--- src/rtl/vga_pong_renderer.sv ---
// VGA timing generator and ball/paddle renderer for the pong display path.
// Timing is parameterised; defaults give 640x480@60 on a ~25.2 MHz pixel clock.
module vga_pong_renderer #(
    parameter int H_ACTIVE  = 640,
    parameter int H_FP      = 16,
    parameter int H_SYNC    = 96,
    parameter int H_BP      = 48,
    parameter int V_ACTIVE  = 480,
    parameter int V_FP      = 10,
    parameter int V_SYNC    = 2,
    parameter int V_BP      = 33,
    parameter int BALL_SIZE = 8,
    parameter int PADDLE_W  = 8,
    parameter int PADDLE_H  = 64,
    parameter int COLOR_W   = 4
) (
    input  logic               clk,
    input  logic               reset_n,
    input  logic [9:0]         ball_x,
    input  logic [9:0]         ball_y,
    input  logic [9:0]         paddle_x,
    input  logic [9:0]         paddle_y,
    output logic               frame_start,
    output logic               hsync,
    output logic               vsync,
    output logic               active,
    output logic [9:0]         pixel_x,
    output logic [9:0]         pixel_y,
    output logic [COLOR_W-1:0] red,
    output logic [COLOR_W-1:0] green,
    output logic [COLOR_W-1:0] blue
);

    localparam int H_TOTAL = H_ACTIVE + H_FP + H_SYNC + H_BP;
    localparam int V_TOTAL = V_ACTIVE + V_FP + V_SYNC + V_BP;

    localparam logic [9:0] H_LAST     = 10'(H_TOTAL - 1);
    localparam logic [9:0] V_LAST     = 10'(V_TOTAL - 1);
    localparam logic [9:0] H_VIS      = 10'(H_ACTIVE);
    localparam logic [9:0] V_VIS      = 10'(V_ACTIVE);
    localparam logic [9:0] HS_FIRST   = 10'(H_ACTIVE + H_FP);
    localparam logic [9:0] HS_LAST    = 10'(H_ACTIVE + H_FP + H_SYNC - 1);
    localparam logic [9:0] VS_FIRST   = 10'(V_ACTIVE + V_FP);
    localparam logic [9:0] VS_LAST    = 10'(V_ACTIVE + V_FP + V_SYNC - 1);
    localparam logic [COLOR_W-1:0] C_MAX = '1;

    logic [9:0] h_cnt, v_cnt;
    logic [9:0] sh_bx, sh_by, sh_px, sh_py;
    logic       h_wrap, frame_end;

    assign h_wrap    = (h_cnt == H_LAST);
    assign frame_end = h_wrap && (v_cnt == V_LAST);

    always_ff @(posedge clk or negedge reset_n) begin
        if (!reset_n) begin
            h_cnt <= '0;
            v_cnt <= '0;
        end else if (h_wrap) begin
            h_cnt <= '0;
            v_cnt <= (v_cnt == V_LAST) ? 10'd0 : v_cnt + 10'd1;
        end else begin
            h_cnt <= h_cnt + 10'd1;
        end
    end

    // Positions are latched only on the last pixel of a frame so a whole frame
    // is always drawn from one consistent set of coordinates.
    always_ff @(posedge clk or negedge reset_n) begin
        if (!reset_n) begin
            sh_bx <= '0;
            sh_by <= '0;
            sh_px <= '0;
            sh_py <= '0;
        end else if (frame_end) begin
            sh_bx <= ball_x;
            sh_by <= ball_y;
            sh_px <= paddle_x;
            sh_py <= paddle_y;
        end
    end

    logic [10:0]        x11, y11;
    logic               vis, ball_hit, paddle_hit;
    logic [COLOR_W-1:0] r_nxt, g_nxt, b_nxt;

    // 11-bit compares keep bx+size from wrapping, so clipped objects stay clipped.
    always_comb begin
        x11 = {1'b0, h_cnt};
        y11 = {1'b0, v_cnt};
        vis = (h_cnt < H_VIS) && (v_cnt < V_VIS);
        ball_hit = (x11 >= {1'b0, sh_bx}) && (x11 < {1'b0, sh_bx} + 11'(BALL_SIZE)) &&
                   (y11 >= {1'b0, sh_by}) && (y11 < {1'b0, sh_by} + 11'(BALL_SIZE));
        paddle_hit = (x11 >= {1'b0, sh_px}) && (x11 < {1'b0, sh_px} + 11'(PADDLE_W)) &&
                     (y11 >= {1'b0, sh_py}) && (y11 < {1'b0, sh_py} + 11'(PADDLE_H));
        r_nxt = '0;
        g_nxt = '0;
        b_nxt = '0;
        if (vis && ball_hit) begin
            r_nxt = C_MAX;
            g_nxt = C_MAX;
            b_nxt = C_MAX;
        end else if (vis && paddle_hit) begin
            g_nxt = C_MAX;
        end
    end

    always_ff @(posedge clk or negedge reset_n) begin
        if (!reset_n) begin
            frame_start <= 1'b0;
            hsync       <= 1'b1;
            vsync       <= 1'b1;
            active      <= 1'b0;
            pixel_x     <= '0;
            pixel_y     <= '0;
            red         <= '0;
            green       <= '0;
            blue        <= '0;
        end else begin
            frame_start <= (h_cnt == 10'd0) && (v_cnt == V_VIS);
            hsync       <= !((h_cnt >= HS_FIRST) && (h_cnt <= HS_LAST));
            vsync       <= !((v_cnt >= VS_FIRST) && (v_cnt <= VS_LAST));
            active      <= vis;
            pixel_x     <= h_cnt;
            pixel_y     <= v_cnt;
            red         <= r_nxt;
            green       <= g_nxt;
            blue        <= b_nxt;
        end
    end

endmodule

--- config.mk ---
export PLATFORM = sky130hd
export DESIGN_NAME = vga_pong_renderer
export DESIGN_NICKNAME = d
export VERILOG_FILES = /design/src/rtl/vga_pong_renderer.sv
export SDC_FILE = /design/constraint.sdc
export NUM_CORES = 1
export LEC_CHECK = 0
export ABC_CLOCK_PERIOD_IN_PS = 5000
export BUFFER_PORTS_ARGS = -buffer_cell sky130_fd_sc_hd__buf_2
export CORE_ASPECT_RATIO = 0.5
export CORE_MARGIN = 8
export CORE_UTILIZATION = 40
export CTS_BUF_LIST = sky130_fd_sc_hd__clkbuf_16
export DETAILED_ROUTE_END_ITERATION = 16
export PLACE_DENSITY = 0.63
export SLEW_MARGIN = 25
export SYNTH_ARGS = -nofsm -noshare
export SYNTH_HDL_FRONTEND = slang
export SYNTH_SLANG_ARGS = --single-unit
--- constraint.sdc ---
create_clock -name clk -period 5 [get_ports clk]
set_input_delay 0.25 -clock clk [delete_from_list [all_inputs] [get_ports clk]]
set_output_delay 0.25 -clock clk [all_outputs]
set_load 0.02 [all_outputs]
==> results.ini, run 1 <==
[clocking]
post_cts_buffers = 0
htree_levels = 3
clockRootBuffer = clkbuf_16
cts_num_sinks = 86
insertion_delay_ns = 0.34
cts_tree = done
clk_pin_slew_worst_paths_ns = 0.07
clockBufferDepth = 2
cts_inserted_buffers = 9

[worst_setup_path]
critPathArrivalTime_ns = 3.07
crit_path_max_fanout = 77
crit_path_max_incr_delay_ns = 0.82
required_ns = 5.22
crit_chain = inv_1 -> ha_1 -> nand2_1 -> or4_4 -> nor4_4 -> and2_4 -> mux2_1
startpoint_type = flip-flop
worstSetupPathType = reg -> reg
timing.rr.start = v_cnt[1]
critPathTopFamily = simple AND/OR/NAND/NOR gates
slowest_stage = and2_4
crit_start = v_cnt[1]
crit_path_end_kind = flip-flop
crit_buf_inv = 1

[final_layout]
drive_above_1_share_pct = 21.6
antenna_cells = 0
multi_input_area_um2 = 2730
final_cell_mix = dfrtp_1, buf_2, ha_1
area_growth_pct = 14.7
final.fill_count = 1209
layout.cells.non_filler = 773
finalInstanceArea_um2 = 5990
nets = 713
fin_util_pct = 47.2
final_common_cell = dfrtp_1
seq_area_um2 = 2150

[die]
die_h_um = 96.8
core_um2 = 12700
fp-row-count = 29
io-pin-count = 78
die_w_um = 178
initial_core_util_pct = 41.2
dieArea_um2 = 17200

[power_and_ir_drop]
power_mw = 1.39
intPower_mw = 1.09
power_frac_comb_pct = 2.2
powerDensity_nw_per_um2 = 233
seqPwrFrac_pct = 49.9
switching_share_pct = 21.7
clkPwrFrac_pct = 47.9
vdd_drop_max_v = 0.000141
p_leak_nw = 3.13
switching_power_uw = 302

[synthesis]
async_flop_share_pct = 100
syn_avg_cell_area_um2 = 9.92
synth_flop_cell = dfrtp_1
ys_seq_area_share_pct = 41.2
syn_inst = 527
synth-seq-cells = 86
synth_fp_nets = 642
yosys.area.top_type = dfrtp_1
yosysTopAreaCellShare_pct = 40.2
synth.distinct_cells = 50
yosys_warnings = 0
synth_area_leaders = dfrtp_1, ha_1, o21ai_2, nand2_1, inv_1
synthXorXnorAreaFrac_pct = 4.36
synth_area_um2 = 5230
synthMuxAreaShare_pct = 0.862
synth_edf_count = 0
synth-simple-area-share_pct = 14.6
synth_fa_ha_area_share_pct = 17.5
synth_top_family_by_area = adder cells
synth_compound_area_share_pct = 15.0

[sta]
finalHoldViolations = 0
fin_ws_ns = 2.15
tns_ns = 0
fin_crit_sh_pct = 56.9
slew_violations = 0
max_freq_mhz = 351
holdWs_ns = 0.105
rsz0062_at_grt = no
setup_viol = 0
relSlewSlack_pct = 37.1
worst_pin_slew_ns = 0.943
min_period_ns = 2.85
fin_skew_ns = 0.00586

[route]
detail-route-antenna-nets = 0
num_vias = 3894
drc = 0
wl_per_cell_um = 14.9
vias_per_cell = 5.04
routed_wl_mm = 11.5
first_pass_iters = 4
drtIter0Drc = 198

[placed_design]
place_congestion = 0.804
dp_hpwl_mm = 8.60
dpl_worst_slack_ns = 2.16
place_area_um2 = 5690
placed_cells = 756
portBuffers = 77

[global_routing]
grt_max_degree = 78
grt_pass1_wl_mm = 19.7
grt-ovfl-total = 0
grt_pass1_vias = 3915
antenna_found_initial = 0
grt_usage_pct = 13.9

[min_path]
holdCritStartpoint = ball_x[7]
hold_path.class = in -> reg

[run]
drv_cap = 0

[status]
status = finished clean

state kept, by name (all words and copies together), names as in the netlist:
name / flops
active: 1
blue: 1
frame_start: 1
green: 1
h_cnt: 10
hsync: 1
pixel_x: 10
pixel_y: 10
sh_bx: 10
sh_by: 10
sh_px: 10
sh_py: 10
v_cnt: 10
vsync: 1
timing repair:
item | 4_1_cts | 5_1_grt
gates resized for setup | 0 | 0
endpoints found under the hold margin | 40 | 0
setup endpoints to repair | 0 | 0
hold buffers | 1 | 0
power groups by stage:
stage / Sequential (mW) / Clock, mW / Combinational [mW]
6_report: 0.696 / 0.668 / 0.0303
5_1_grt: 0.695 / 0.713 / 0.0354
4_1_cts: 0.696 / 0.685 / 0.0316
3_5_place_dp: 0.709 / 0 / 0.0309
3_3_place_gp: 0.709 / 0 / 0.0307
2_1_floorplan: 0.709 / 0 / 0.000351
layer usage:
layer / wire length, um / global-route usage, %
met5: 0 / 0
met4: 102 / 3.12
met3: 552 / 4.00
met2: 5170 / 21.6
met1: 5670 / 18.7
synth_stat cells (2+ instances only):
cell       number
nand4b_1        2
dfrtp_1        84
or3_1           3
nand2_1        57
nand4_1         8
nand2b_1        5
mux2_1          4
nor4_1          5
o21ai_0        30
nand3b_1        2
clkbuf_1        2
o211ai_1        2
nand3_1        25
xor2_1          5
and4_1          3
a31oi_1         3
dfstp_2         2
xnor2_1        21
o31ai_1         2
a21o_1          9
buf_6           4
a21oi_1        27
nor2_1         16
buf_2           2
nor2b_1         7
buf_4          11
inv_1          51
o21ai_1         3
ha_1           73
o21ai_2        30
a2111oi_0       2
and3_1          6
nor3_1          4
path summary, 6_finish.rpt:
| path | slack (ns) | cells after the start | to |
|---|---|---|---|
| worst min register to register | 0.47 | 0 | pixel_y[0] |
| max in group asynchronous | 3.58 | 3 | sh_py[7] |
| min in group asynchronous | 0.43 | 2 | sh_bx[2] |
| worst max-delay path | 2.15 | 7 | sh_px[0] |
| worst max register to register | 2.15 | 7 | sh_px[0] |
| worst min-delay path | 0.10 | 3 | sh_bx[7] |
final cells by class:
class | count | share of cell area (%)
Multi-Input combinational cell | 370 | 45.6
Sequential cell | 86 | 35.9
Clock inverter | 7 | 1.11
Timing Repair Buffer | 80 | 6.89
Inverter | 51 | 3.19
Tap cell | 170 | 3.55
Clock buffer | 9 | 3.76
worst register-to-register path, delay by kind of cell (launching register included):
family                     cells  cell delay [ns]
buffers and inverters          1             0.13
adders and majority gates      1             0.18
DFF                            1             0.46
muxes                          1             0.42
and+or+nand+nor                4             1.53
cells by family (layout without fill, tap and decap cells):
logic type,Yosys count,after routing
compound gates,118,118
xor+xnor,26,26
fa+ha+maj,73,73
buf+inv,71,147
flops,86,86
mux,4,4
simple gates,149,149
No activity file was read; power rests on OpenSTA's default activity.
==> run 2, diff against run 1 <==
ABC_CLOCK_PERIOD_IN_PS = 2600   (was 5000)
PLACE_DENSITY = 0.66   (was 0.63)
clock period = 2.6 ns   (was 5 ns; I/O delays follow)
==> run 2 against run 1 <==
Effect of this change:
- register-to-register slack worse by 1.9 ns
- largest power group is now the clock network
- sequential share of layout area down 3.1 points
- clock-buffer cell count unchanged
- power up 100%
==> results.ini, run 2 (same netlist as run 1, synthesis figures left out) <==
[clocking]
htree_levels = 3  ; unchanged
cts_inserted_buffers = 9  ; unchanged
clockRootBuffer = clkbuf_16
clk_pin_slew_worst_paths_ns = 0.06  ; about the same
cts_num_sinks = 86  ; unchanged
insertion_delay_ns = 0.35  ; about the same
cts_tree = done
clockBufferDepth = 2  ; unchanged

[sta]
fin_crit_sh_pct = 92.0  ; +35 points
slew_violations = 0  ; unchanged
setup_viol = 0  ; unchanged
fin_ws_ns = 0.207  ; -1.95 ns
min_period_ns = 2.39  ; -0.452 ns
fin_skew_ns = 0.00463  ; -0.00123 ns
tns_ns = 0  ; unchanged
worst_pin_slew_ns = 0.581  ; -0.362 ns
relSlewSlack_pct = 61.2  ; +24 points
finalHoldViolations = 0  ; unchanged
max_freq_mhz = 418  ; +19%
holdWs_ns = 0.00793  ; -0.0966 ns
rsz0062_at_grt = no

[route]
wl_per_cell_um = 14.9  ; -0.12%
routed_wl_mm = 12.3  ; +7.1%
num_vias = 4123  ; +5.9%
detail-route-antenna-nets = 0  ; unchanged
drtIter0Drc = 162  ; -18%
first_pass_iters = 4  ; unchanged
drc = 0  ; unchanged
vias_per_cell = 4.97  ; -1.3%

[power_and_ir_drop]
power_mw = 2.80  ; +100%
p_leak_nw = 3.42  ; +9.0%
vdd_drop_max_v = 0.000237  ; +68%
powerDensity_nw_per_um2 = 427  ; +83%

[die]
core_um2 = 12700  ; unchanged
die_w_um = 178  ; unchanged
io-pin-count = 78  ; unchanged
die_h_um = 96.8  ; unchanged
fp-row-count = 29  ; unchanged
dieArea_um2 = 17200  ; unchanged
initial_core_util_pct = 41.2  ; unchanged

[placed_design]
dpl_worst_slack_ns = 0.0621  ; -2.10 ns
place_congestion = 0.881  ; +9.7%
portBuffers = 77  ; unchanged
dp_hpwl_mm = 9.17  ; +6.6%

[worst_setup_path]
startpoint_type = flip-flop
required_ns = 2.84  ; -2.38 ns
crit_chain = ha_1 -> inv_1 -> ha_1 -> inv_1 -> a2111oi_2 -> o21ba_2 -> nor4_1 -> and4b_1 -> a41o_1
crit_buf_inv = 2  ; +1
crit_path_max_fanout = 6  ; -92%
crit_path_max_incr_delay_ns = 0.46  ; -0.36 ns
critPathTopFamily = compound AO/OA/AOI/OAI gates
crit_path_end_kind = flip-flop
critPathArrivalTime_ns = 2.63  ; -0.44 ns
worstSetupPathType = reg -> reg
slowest_stage = dfrtp_1

[global_routing]
grt-ovfl-total = 0  ; unchanged
grt_usage_pct = 15.0  ; +1.1 points
antenna_found_initial = 0  ; unchanged
grt_pass1_wl_mm = 20.9  ; +6.0%
grt_pass1_vias = 4251  ; +8.6%
grt_max_degree = 45  ; -42%

[final_layout]
drive_above_1_share_pct = 22.6  ; +1.1 points
antenna_cells = 0  ; unchanged
nets = 770  ; +8.0%
area_growth_pct = 25.5
final_common_cell = dfrtp_1
final_cell_mix = dfrtp_1, buf_2, ha_1

[status]
status = finished clean

[run]
drv_cap = 0  ; unchanged

[min_path]
hold_path.class = in -> reg

## run 2: through the flow
step	util [%]	instance area [um2]	instances
2_1_floorplan	-	5230	527
3_3_place_gp	46.2	5870	776
4_1_cts	51.6	6550	829
6_report	51.7	6560	829
5_1_grt	51.7	6560	829
3_5_place_dp	46.2	5870	776
## run 2: final timing paths
path,startpoint,endpoint,slack [ns],cells after the start
worst max register to register,sh_bx[3],green[2],0.21,9
worst max-delay path,sh_bx[3],green[2],0.21,9
worst min-delay path,ball_x[9],sh_bx[9],0.008,3
min in group asynchronous,reset_n,sh_bx[2],0.32,2
max in group asynchronous,reset_n,vsync,1.59,3
worst min register to register,v_cnt[2],pixel_y[2],0.46,0
## run 2: power breakdown
part           total (mW)  switching (mW)  internal, mW
clock network        1.36           0.526         0.829
logic               0.105          0.0422        0.0625
registers            1.34               0          1.34
total                2.80           0.568          2.23
## run 2: layout make-up
type	count	area (um2)
Clock buffer	9	225
Inverter	51	191
Timing Repair Buffer	137	958
Sequential cell	86	2150
Tap cell	170	213
Multi-Input combinational cell	370	2740
Fill cell	1148	6140
Clock inverter	6	80.1
## run 2: timing repair
| item | in CTS | in global routing |
|---|---|---|
| setup buffers | 0 | 0 |
| hold endpoints to repair | 79 | 0 |
| hold buffers | 38 | 0 |
| gates resized for setup | 0 | 2 |
| endpoints found under the setup margin | 0 | 1 |
## run 2: per-layer routing
layer	vias up	wire length [um]	GRT usage, %
met5	-	0	0
met4	0	172	4.39
met3	14	605	4.38
met2	70	5760	24.0
met1	1951	5780	19.3
li1	2088	-	-
## run 2: worst reg2reg max path: stages (launching register included)
cell       delay, ns
dfrtp_1         0.46
ha_1            0.32
inv_1           0.04
ha_1            0.29
inv_1           0.05
a2111oi_2       0.43
o21ba_2         0.23
nor4_1          0.05
and4b_1         0.20
a41o_1          0.21
